File: src/rtl/link_resp_tx_pkg.sv
// Shared definitions for the req/ack link responder transmitter.
// Holds the link data width and the transmit FSM state encoding so the
// top and any neighbouring link logic agree on the same values.
package link_resp_tx_pkg;

  localparam int LINK_DATA_W = 8;

  localparam logic [1:0] ST_IDLE   = 2'd0;
  localparam logic [1:0] ST_REQ_HI = 2'd1;
  localparam logic [1:0] ST_REQ_LO = 2'd2;
  localparam logic [1:0] ST_DONE   = 2'd3;

endpackage

File: src/rtl/link_byte_fifo.sv
// Small synchronous byte FIFO feeding the responder transmitter.
// Ports:
//   clk        rising-edge clock
//   rst        synchronous active-low reset (clears pointers and occupancy)
//   push       write request; ignored when full
//   push_data  byte to write
//   pop        remove head entry; ignored when empty
//   head       current head entry (valid when not empty)
//   count      registered occupancy, 0..DEPTH
//   full       count == DEPTH
//   empty      count == 0
module link_byte_fifo
  import link_resp_tx_pkg::*;
#(
  parameter int DEPTH = 4
) (
  input  logic                     clk,
  input  logic                     rst,
  input  logic                     push,
  input  logic [LINK_DATA_W-1:0]   push_data,
  input  logic                     pop,
  output logic [LINK_DATA_W-1:0]   head,
  output logic [$clog2(DEPTH):0]   count,
  output logic                     full,
  output logic                     empty
);

  localparam int AW = $clog2(DEPTH);

  logic [LINK_DATA_W-1:0] mem [DEPTH];
  logic [AW-1:0]          wr_ptr;
  logic [AW-1:0]          rd_ptr;
  logic                   do_push;
  logic                   do_pop;

  assign full    = (count == (AW+1)'(DEPTH));
  assign empty   = (count == '0);
  assign do_push = push && !full;
  assign do_pop  = pop && !empty;
  assign head    = mem[rd_ptr];

  // DEPTH is a power of two, so pointer wrap is the natural overflow.
  always_ff @(posedge clk) begin
    if (!rst) begin
      wr_ptr <= '0;
      rd_ptr <= '0;
      count  <= '0;
    end else begin
      if (do_push) wr_ptr <= wr_ptr + 1'b1;
      if (do_pop)  rd_ptr <= rd_ptr + 1'b1;
      case ({do_push, do_pop})
        2'b10:   count <= count + 1'b1;
        2'b01:   count <= count - 1'b1;
        default: count <= count;
      endcase
    end
  end

  // Storage needs no reset: an entry is only read after it has been written.
  always_ff @(posedge clk) begin
    if (do_push) mem[wr_ptr] <= push_data;
  end

endmodule

File: src/rtl/link_resp_tx.sv
// Responder-side byte transmitter for the req/ack link. Local logic queues
// bytes into a small FIFO; the FSM drains them toward the master end over a
// 4-phase req/ack handshake, counts completed handshakes and pulses done
// when a burst of BURST_LEN transfers completes.
// Ports:
//   clk         rising-edge clock
//   rst         synchronous active-low reset
//   push_valid  local byte offered for queuing
//   push_data   byte to queue
//   push_ready  FIFO can accept a byte this cycle
//   ack         acknowledge from the master end
//   req         request, high while data is valid
//   data        byte being transferred
//   busy        FSM not idle or FIFO not empty
//   sent_count  handshakes completed in the current burst
//   done        one-cycle pulse when a burst completes
module link_resp_tx
  import link_resp_tx_pkg::*;
#(
  parameter int DEPTH     = 4,
  parameter int BURST_LEN = 4
) (
  input  logic                   clk,
  input  logic                   rst,
  input  logic                   push_valid,
  input  logic [LINK_DATA_W-1:0] push_data,
  output logic                   push_ready,
  input  logic                   ack,
  output logic                   req,
  output logic [LINK_DATA_W-1:0] data,
  output logic                   busy,
  output logic [7:0]             sent_count,
  output logic                   done
);

  logic [1:0]               state;
  logic [LINK_DATA_W-1:0]   head;
  logic [$clog2(DEPTH):0]   occ;
  logic                     full;
  logic                     empty;
  logic                     pop;
  logic [7:0]               next_count;

  link_byte_fifo #(.DEPTH(DEPTH)) u_fifo (
    .clk       (clk),
    .rst       (rst),
    .push      (push_valid),
    .push_data (push_data),
    .pop       (pop),
    .head      (head),
    .count     (occ),
    .full      (full),
    .empty     (empty)
  );

  // The head byte stays in the FIFO until the master has released ack,
  // so a reset mid-handshake simply discards it along with the rest.
  assign pop        = (state == ST_REQ_LO) && !ack;
  assign push_ready = !full;
  assign busy       = (state != ST_IDLE) || (occ != '0);
  assign done       = (state == ST_DONE);
  assign next_count = sent_count + 8'd1;

  always_ff @(posedge clk) begin
    if (!rst) begin
      state      <= ST_IDLE;
      req        <= 1'b0;
      data       <= '0;
      sent_count <= '0;
    end else begin
      case (state)
        ST_IDLE: begin
          // ack seen here is a protocol error and is deliberately ignored.
          if (!empty) begin
            data  <= head;
            req   <= 1'b1;
            state <= ST_REQ_HI;
          end
        end
        ST_REQ_HI: begin
          if (ack) begin
            req   <= 1'b0;
            state <= ST_REQ_LO;
          end
        end
        ST_REQ_LO: begin
          if (!ack) begin
            sent_count <= next_count;
            state      <= (next_count == 8'(BURST_LEN)) ? ST_DONE : ST_IDLE;
          end
        end
        ST_DONE: begin
          sent_count <= '0;
          state      <= ST_IDLE;
        end
        default: state <= ST_IDLE;
      endcase
    end
  end

endmodule

File: config.mk
export PLATFORM = sky130hd
export DESIGN_NAME = link_resp_tx
export DESIGN_NICKNAME = d
export VERILOG_FILES = /design/src/rtl/link_resp_tx_pkg.sv /design/src/rtl/link_byte_fifo.sv /design/src/rtl/link_resp_tx.sv
export SDC_FILE = /design/constraint.sdc
export NUM_CORES = 1
export LEC_CHECK = 0
export CAP_MARGIN = 25
export CORE_MARGIN = 5
export CORE_UTILIZATION = 51
export CTS_BUF_LIST = sky130_fd_sc_hd__clkbuf_4
export CTS_CLUSTER_SIZE = 14
export DETAILED_ROUTE_END_ITERATION = 7
export HOLD_SLACK_MARGIN = 0.1
export PLACE_DENSITY = 0.78
export SKIP_CTS_REPAIR_TIMING = 1
export SYNTH_ARGS = -nofsm -noshare
export SYNTH_HDL_FRONTEND = slang
export SYNTH_SLANG_ARGS = --single-unit
File: constraint.sdc
create_clock -name clk -period 2.6 [get_ports clk]
set_clock_uncertainty 0.1 [all_clocks]
set_input_delay 0.26 -clock clk [delete_from_list [all_inputs] [get_ports clk]]
set_output_delay 0.26 -clock clk [all_outputs]
set_load 0.02 [all_outputs]
Word-level counts from Yosys, hierarchy flattened
Memory sizes are Yosys's and may differ from the RTL's. A register that Yosys moved wholly into a read port is not among the register bits.
Cells that the tools add are included.
Widths: inputs -> output; s select.
{"block": "word_totals", "ram_bits": 32, "out_inout_bits": 20, "inputBits": 12, "memories": 1, "reg_bits": 18, "wordCells": 55}
{"block": "op_classes", "add_sub_neg": 5, "mux": 13, "n_eq_ne": 10, "n_bitwise": 1, "reduce_logical": 19}
{"name": "u_fifo.mem", "words": 4, "width": 8, "rd": 1, "rd_ports_with_merged_regs": 1, "write_ports": 1, "line_no": "link_byte_fifo.sv:30", "rtl": "logic [LINK_DATA_W-1:0] mem [DEPTH];"}
{"op": "$pmux 8 s2", "n": 1}
{"op": "$add 8x1->8 const B", "n": 1}
{"op": "$eq 8x3->1 const B", "n": 1}
{"op": "$mux 2", "n": 4}
{"op": "$mux 8", "n": 1}
{"op": "$pmux 2 s4", "n": 1}
{"op": "$reduce_bool 2->1", "n": 4}
{"op": "$eq 2x2->1 const B", "n": 3}
{"op": "$ne 2x2->1 const B", "n": 3}
{"op": "$pmux 3 s2", "n": 1}
{"op": "$reduce_and 3->1", "n": 2}
{"op": "$add 2x1->2 const B", "n": 2}
{"op": "$eq 2x1->1 const B", "n": 2}
{"op": "$logic_not 1->1", "n": 4}
{"op": "$mux 1", "n": 4}
{"op": "$reduce_and 2->1", "n": 2}
{"op": "$add 3x1->3 const B", "n": 1}
{"op": "$eq 3x3->1 const B", "n": 1}
{"op": "$logic_and 1x1->1", "n": 3}
{"op": "$logic_not 3->1", "n": 1}
{"op": "$reduce_bool 3->1", "n": 1}
{"op": "$sub 3x1->3 const B", "n": 1}
{"op": "$logic_not 2->1", "n": 1}
{"op": "$pmux 1 s2", "n": 1}
{"op": "other kinds (2)", "n": 2}

Depth between registers and ports, before layout
{"block": "depth", "word_depth": 5, "mapped_depth": 10, "mapped_depth_nobuf": 9}

Hierarchy
Synthesis repeated with hierarchy kept, for this count alone.
{"block": "hier_totals", "cells_unflattened": 209, "hier_area_um2": 2646.3}
{"mod": "link_byte_fifo", "n_inst": 1, "cells_each": 96, "seq_area_each_um2": 1141.1, "area_per_inst_um2": 1644.1}
{"mod": "link_resp_tx", "n_inst": 1, "cells_each": 113, "seq_area_each_um2": 380.4, "area_per_inst_um2": 1002.2}

Worst setup path after synthesis
Ideal clock, no wire load.
{"block": "synth_timing", "kind": "reg-to-reg", "start": "register u_fifo.count[0]", "end": "register u_fifo.count[2]", "path_stages_with_launch": 10, "slack_ps": 143, "synth_period_minus_slack_ps": 2457, "setup_ps": 70, "t_required_ps": 2430, "t_arrival_ps": 2287, "n_path_buf": 0, "path_cell_list": "dfxtp_1 -> or3b_1 -> and2_1 -> inv_1 -> ha_1 -> inv_1 -> fa_1 -> xor2_1 -> or3_1 -> a21oi_1"}
{"block": "synth_via", "elab_chain_cells": 5, "elab_cells_between_ends": 12, "cone_classes": "add/sub (2); eq/ne (3); mux (1); reduce/logical (6)"}
{"element": "start, declared", "line_no": "link_byte_fifo.sv:23", "rtl": "output logic [$clog2(DEPTH):0] count,"}
{"element": "start signal, assigned", "line_no": "link_byte_fifo.sv:52", "rtl": "2'b10: count <= count + 1'b1;"}
{"element": "start signal, assigned", "line_no": "link_byte_fifo.sv:53", "rtl": "2'b01: count <= count - 1'b1;"}
{"element": "start signal, assigned", "line_no": "link_byte_fifo.sv:54", "rtl": "default: count <= count;"}
{"element": "$eq 3x3->1 (*)", "line_no": "link_byte_fifo.sv:36", "rtl": "assign full = (count == (AW+1)'(DEPTH));"}
{"element": "$logic_not 1->1 (*)"}
{"element": "via push_ready", "line_no": "link_resp_tx.sv:27", "rtl": "output logic push_ready,"}
{"element": "$logic_and 1x1->1 (*)", "line_no": "link_byte_fifo.sv:38", "rtl": "assign do_push = push && !full;"}
{"element": "$eq 2x1->1 / $eq 2x2->1 (equally long branches)", "line_no": "link_byte_fifo.sv:51", "rtl": "case ({do_push, do_pop})"}
{"element": "$pmux 3 s2 / $reduce_bool 2->1 (equally long branches)"}
The timed path passes the listed nets; every way through them passes the cells marked *.
A chain may end at the register's enable or synchronous reset.

Final worst setup path
{"block": "layout_timing", "start": "register u_fifo.count[0]", "end": "register u_fifo.count[2]"}
{"block": "layout_via", "elab_chain_cells": 5, "elab_cells_between_ends": 12, "cone_classes": "add/sub (2); eq/ne (3); mux (1); reduce/logical (6)"}
{"element": "$eq 3x3->1 / $logic_not 3->1 (equally long branches)", "line_no": "link_byte_fifo.sv:36, link_byte_fifo.sv:37"}
{"element": "$logic_not 1->1, on equally long branches", "line_no": "link_byte_fifo.sv:38, link_byte_fifo.sv:39"}
{"element": "$logic_and 1x1->1, on equally long branches", "line_no": "link_byte_fifo.sv:38, link_byte_fifo.sv:39"}
{"element": "$eq 2x1->1 / $eq 2x2->1 (equally long branches)", "line_no": "link_byte_fifo.sv:51"}
{"element": "$pmux 3 s2 / $reduce_bool 2->1 (equally long branches)"}
Parallel ways exist; a longest one is shown, timed or not.

==> impl_metrics.py <==
metrics = {
    "worst_setup_path": {
        "critical_path.max_fanout": 6,
        "worst_ep_arrival_time_ns": 2.66,
        "crit_required_ns": 2.79,
        "worst_r2r_path_depth": 9,
        "criticalPathCategory": "flop to flop",
        "r2r_slack_ns": 0.13,
        "rr_startpoint": "u_fifo.count[0]",
        "rr_endpoint": "u_fifo.count[2]",
        "timing.critical_path.to_type": "flop",
        "kind_of_start_point_of_the_critical_path": "flop",
    },
    "detailed_routing": {
        "detailedRoute.firstIterationViolations": 143,
        "dr_total_vias": 1676,
        "finalWirelength_mm": 4.483,
        "detailedRoute.firstPassIterationCount": 4,
        "routed_wire_length_per_instance_um": 14.05,
        "detail_route.vias_per_cell": 5.254,
        "drt.antenna.violating_nets": 0,
        "remaining_routing_drc_violations": 0,
    },
    "grt": {
        "vias_in_the_first_global_route": 1618,
        "grt_use_total_pct": 16.27,
        "grt.overflow.total": 0,
        "grt_antenna_before_repair": 0,
        "grt_start_max_net_pins": 23,
        "grt_pass1_wl_mm": 7.734,
    },
    "sta": {
        "timing.setup.tns_ns": 0,
        "setup_violations": 0,
        "fin_crit_sh_pct": 95.07,
        "period_needed_ns": 2.472,
        "worstMarginPinSlew_ns": 0.7257,
        "relSlewSlack_pct": 51.24,
        "fmax_mhz": 404.5,
        "report.final.hold_viol_count": 0,
        "rsz0062_at_grt": "false",
        "drv_slew": 0,
    },
    "synthesis": {
        "yosys.cell_types.count": 39,
        "synth_edf_count": 32,
        "asr_flop_ratio_synth_pct": 0,
        "synth_warnings": 0,
        "syn-mean-instance-area_um2": 12.04,
        "synth.net_count": 225,
        "synth_ff_type": "sky130_fd_sc_hd__edfxtp_1",
        "syn_area_um2": 2467,
        "post_synth_inst_count": 205,
        "number_of_register_bits_inferred_by_synthesis": 58,
        "seq_area_frac_synth_pct": 60.04,
    },
    "layout": {
        "post_layout_nets": 267,
        "postLayoutCoreUtil_pct": 63.81,
        "layout.cells.most_common_list": "sky130_fd_sc_hd__edfxtp_1, sky130_fd_sc_hd__clkdlybuf4s50_1, sky130_fd_sc_hd__nand2_1, sky130_fd_sc_hd__dfxtp_1, sky130_fd_sc_hd__a21oi_1",
        "finalInstanceArea_um2": 3014,
        "layout.cells.most_common": "sky130_fd_sc_hd__edfxtp_1",
        "finish.cell_count_without_fillers": 319,
        "areaGrowthSynthToFinish_pct": 22.16,
        "layout_cells_sized_above_1_pct": 15.08,
        "antenna-diode-count": 0,
    },
    "floorplan": {
        "die_area_um2": 6329,
        "die-width_um": 79.56,
        "std_cell_rows": 25,
        "pin_count": 32,
        "initial_utilization_pct": 52.24,
        "height_of_the_die_um": 79.56,
        "coreArea_um2": 4723,
    },
    "worst_hold_path": {
        "min-delay-path-class": "flop to flop",
        "hp-start": "data[4]",
        "endpoint_of_the_worst_hold_timing_path": "data[4]",
        "min_delay_path_depth": 2,
    },
    "place": {
        "routability_congestion_estimate": 0.8309,
        "io_buffers": 31,
        "final_hpwl_from_detailed_placement_mm": 3.184,
        "numPlacedInstances": 303,
        "post_dp_cell_area_um2": 2868,
    },
    "power_and_ir_drop": {
        "design_power_total_mw": 1.927,
        "leakagePower_nw": 1.074,
        "peakVddDrop_mv": 0.4494,
        "power_density_nw_per_um2": 639.2,
    },
    "run": {
        "maxCapViolations": 0,
    },
    "run_status": {
        "status": "completed",
    },
    "clock_tree": {
        "cts.path.max_buffers": 2,
        "tritoncts_clock_tree": "built",
        "clock_sink_count": 58,
        "cts-htree-levels": 3,
        "cts-root-buf": "sky130_fd_sc_hd__clkbuf_4",
        "worstSkewPairLatency_ns": 0.38,
        "cts.clk_slew.worst_paths_ns": 0.09,
        "cts_buffers": 9,
    },
}
==> worst max-delay path: stages, from the launching register on <==
cell and delay [ns]:
sky130_fd_sc_hd__dfxtp_2 0.35, sky130_fd_sc_hd__or3b_4 0.43, sky130_fd_sc_hd__and2_1 0.21, sky130_fd_sc_hd__inv_1 0.10, sky130_fd_sc_hd__ha_2 0.18, sky130_fd_sc_hd__inv_1 0.05, sky130_fd_sc_hd__fa_1 0.37, sky130_fd_sc_hd__xor2_1 0.16
sky130_fd_sc_hd__or3_1 0.31, sky130_fd_sc_hd__a21oi_1 0.14
==> power breakdown <==
group | leakage [nW] | internal [mW] | switching, mW | total (mW)
clock | 0.0768 | 0.314 | 0.319 | 0.633
sequential | 0.506 | 1.02 | 0.0256 | 1.05
combinational | 0.491 | 0.112 | 0.136 | 0.248
==> cells in the mapped netlist (2+ instances only) <==
| cell type | n | area [µm²] |
|---|---|---|
| sky130_fd_sc_hd__clkbuf_1 | 2 | 7.510 |
| sky130_fd_sc_hd__dfxtp_1 | 26 | 520.5 |
| sky130_fd_sc_hd__inv_1 | 9 | 33.78 |
| sky130_fd_sc_hd__nor3_1 | 3 | 15.01 |
| sky130_fd_sc_hd__a21oi_1 | 22 | 110.1 |
| sky130_fd_sc_hd__nand2_1 | 26 | 97.59 |
| sky130_fd_sc_hd__xor2_1 | 4 | 35.03 |
| sky130_fd_sc_hd__nor2_1 | 13 | 48.80 |
| sky130_fd_sc_hd__buf_6 | 2 | 22.52 |
| sky130_fd_sc_hd__ha_1 | 7 | 87.58 |
| sky130_fd_sc_hd__xnor2_1 | 2 | 17.52 |
| sky130_fd_sc_hd__a31oi_1 | 2 | 12.51 |
| sky130_fd_sc_hd__nand2b_1 | 2 | 12.51 |
| sky130_fd_sc_hd__o21ai_0 | 10 | 50.05 |
| sky130_fd_sc_hd__or3_1 | 3 | 18.77 |
| sky130_fd_sc_hd__and2_1 | 2 | 12.51 |
| sky130_fd_sc_hd__mux4_2 | 8 | 180.2 |
| sky130_fd_sc_hd__and3_1 | 4 | 25.02 |
| sky130_fd_sc_hd__edfxtp_1 | 32 | 960.9 |
| sky130_fd_sc_hd__nand3_1 | 7 | 35.03 |
==> layout make-up <==
cell class	count	area, µm²
multi-input cells	131	910.9
clock inverters	5	56.30
clock buffers	11	82.58
repair buffers	38	362.8
inverters	9	33.78
well taps	67	83.83
fillers	375	1709
flip-flops and latches	58	1484
==> state kept, by name, indices dropped and copies added, names as in the netlist <==
signal / count
data: 8
req: 1
sent_count: 8
state: 2
u_fifo.count: 3
u_fifo.mem: 32
u_fifo.rd_ptr: 2
u_fifo.wr_ptr: 2
==> routing by layer <==
layer / global-route usage [%] / vias up / share of wire [%]
met3: 5.869 / 4 / 5.0
li1: - / 829 / -
met1: 21.91 / 789 / 46
met5: 0 / - / 0
met4: 6.357 / 0 / 1.5
met2: 23.87 / 54 / 48
==> cells by family (layout without fill, tap and decap cells) <==
group | count (synthesis) | in the layout | synth area share [%]
xor+xnor | 6 | 6 | 2.130
fa+ha+maj | 8 | 8 | 4.361
buf+inv | 16 | 63 | 3.245
simple gates | 69 | 69 | 13.79
mux | 8 | 8 | 7.302
compound gates | 40 | 40 | 9.128
flops | 58 | 58 | 60.04
==> worst max path at each step <==
stage / start / to / slack, ns / depth (start not counted)
floorplan: u_fifo.count[0] / u_fifo.count[2] / 0.14 / 9
global placement: ack / u_fifo.count[2] / 0.03 / 9
detailed placement: ack / u_fifo.count[2] / -0.03 / 9
CTS: u_fifo.count[0] / u_fifo.count[2] / 0.08 / 9
global route: u_fifo.count[0] / u_fifo.count[2] / 0.001 / 9
finish: u_fifo.count[0] / u_fifo.count[2] / 0.13 / 9
==> through the flow <==
step	setup slack (ns)	hold WS (ns)
floorplan	0.1425	0.2589
global placement	0.02784	0.3440
detailed placement	-0.03095	0.3465
CTS	0.07719	0.3614
global route	0.001203	0.3744
finish	0.1281	0.3584
Note: power is estimated with default switching activity, not from simulation.
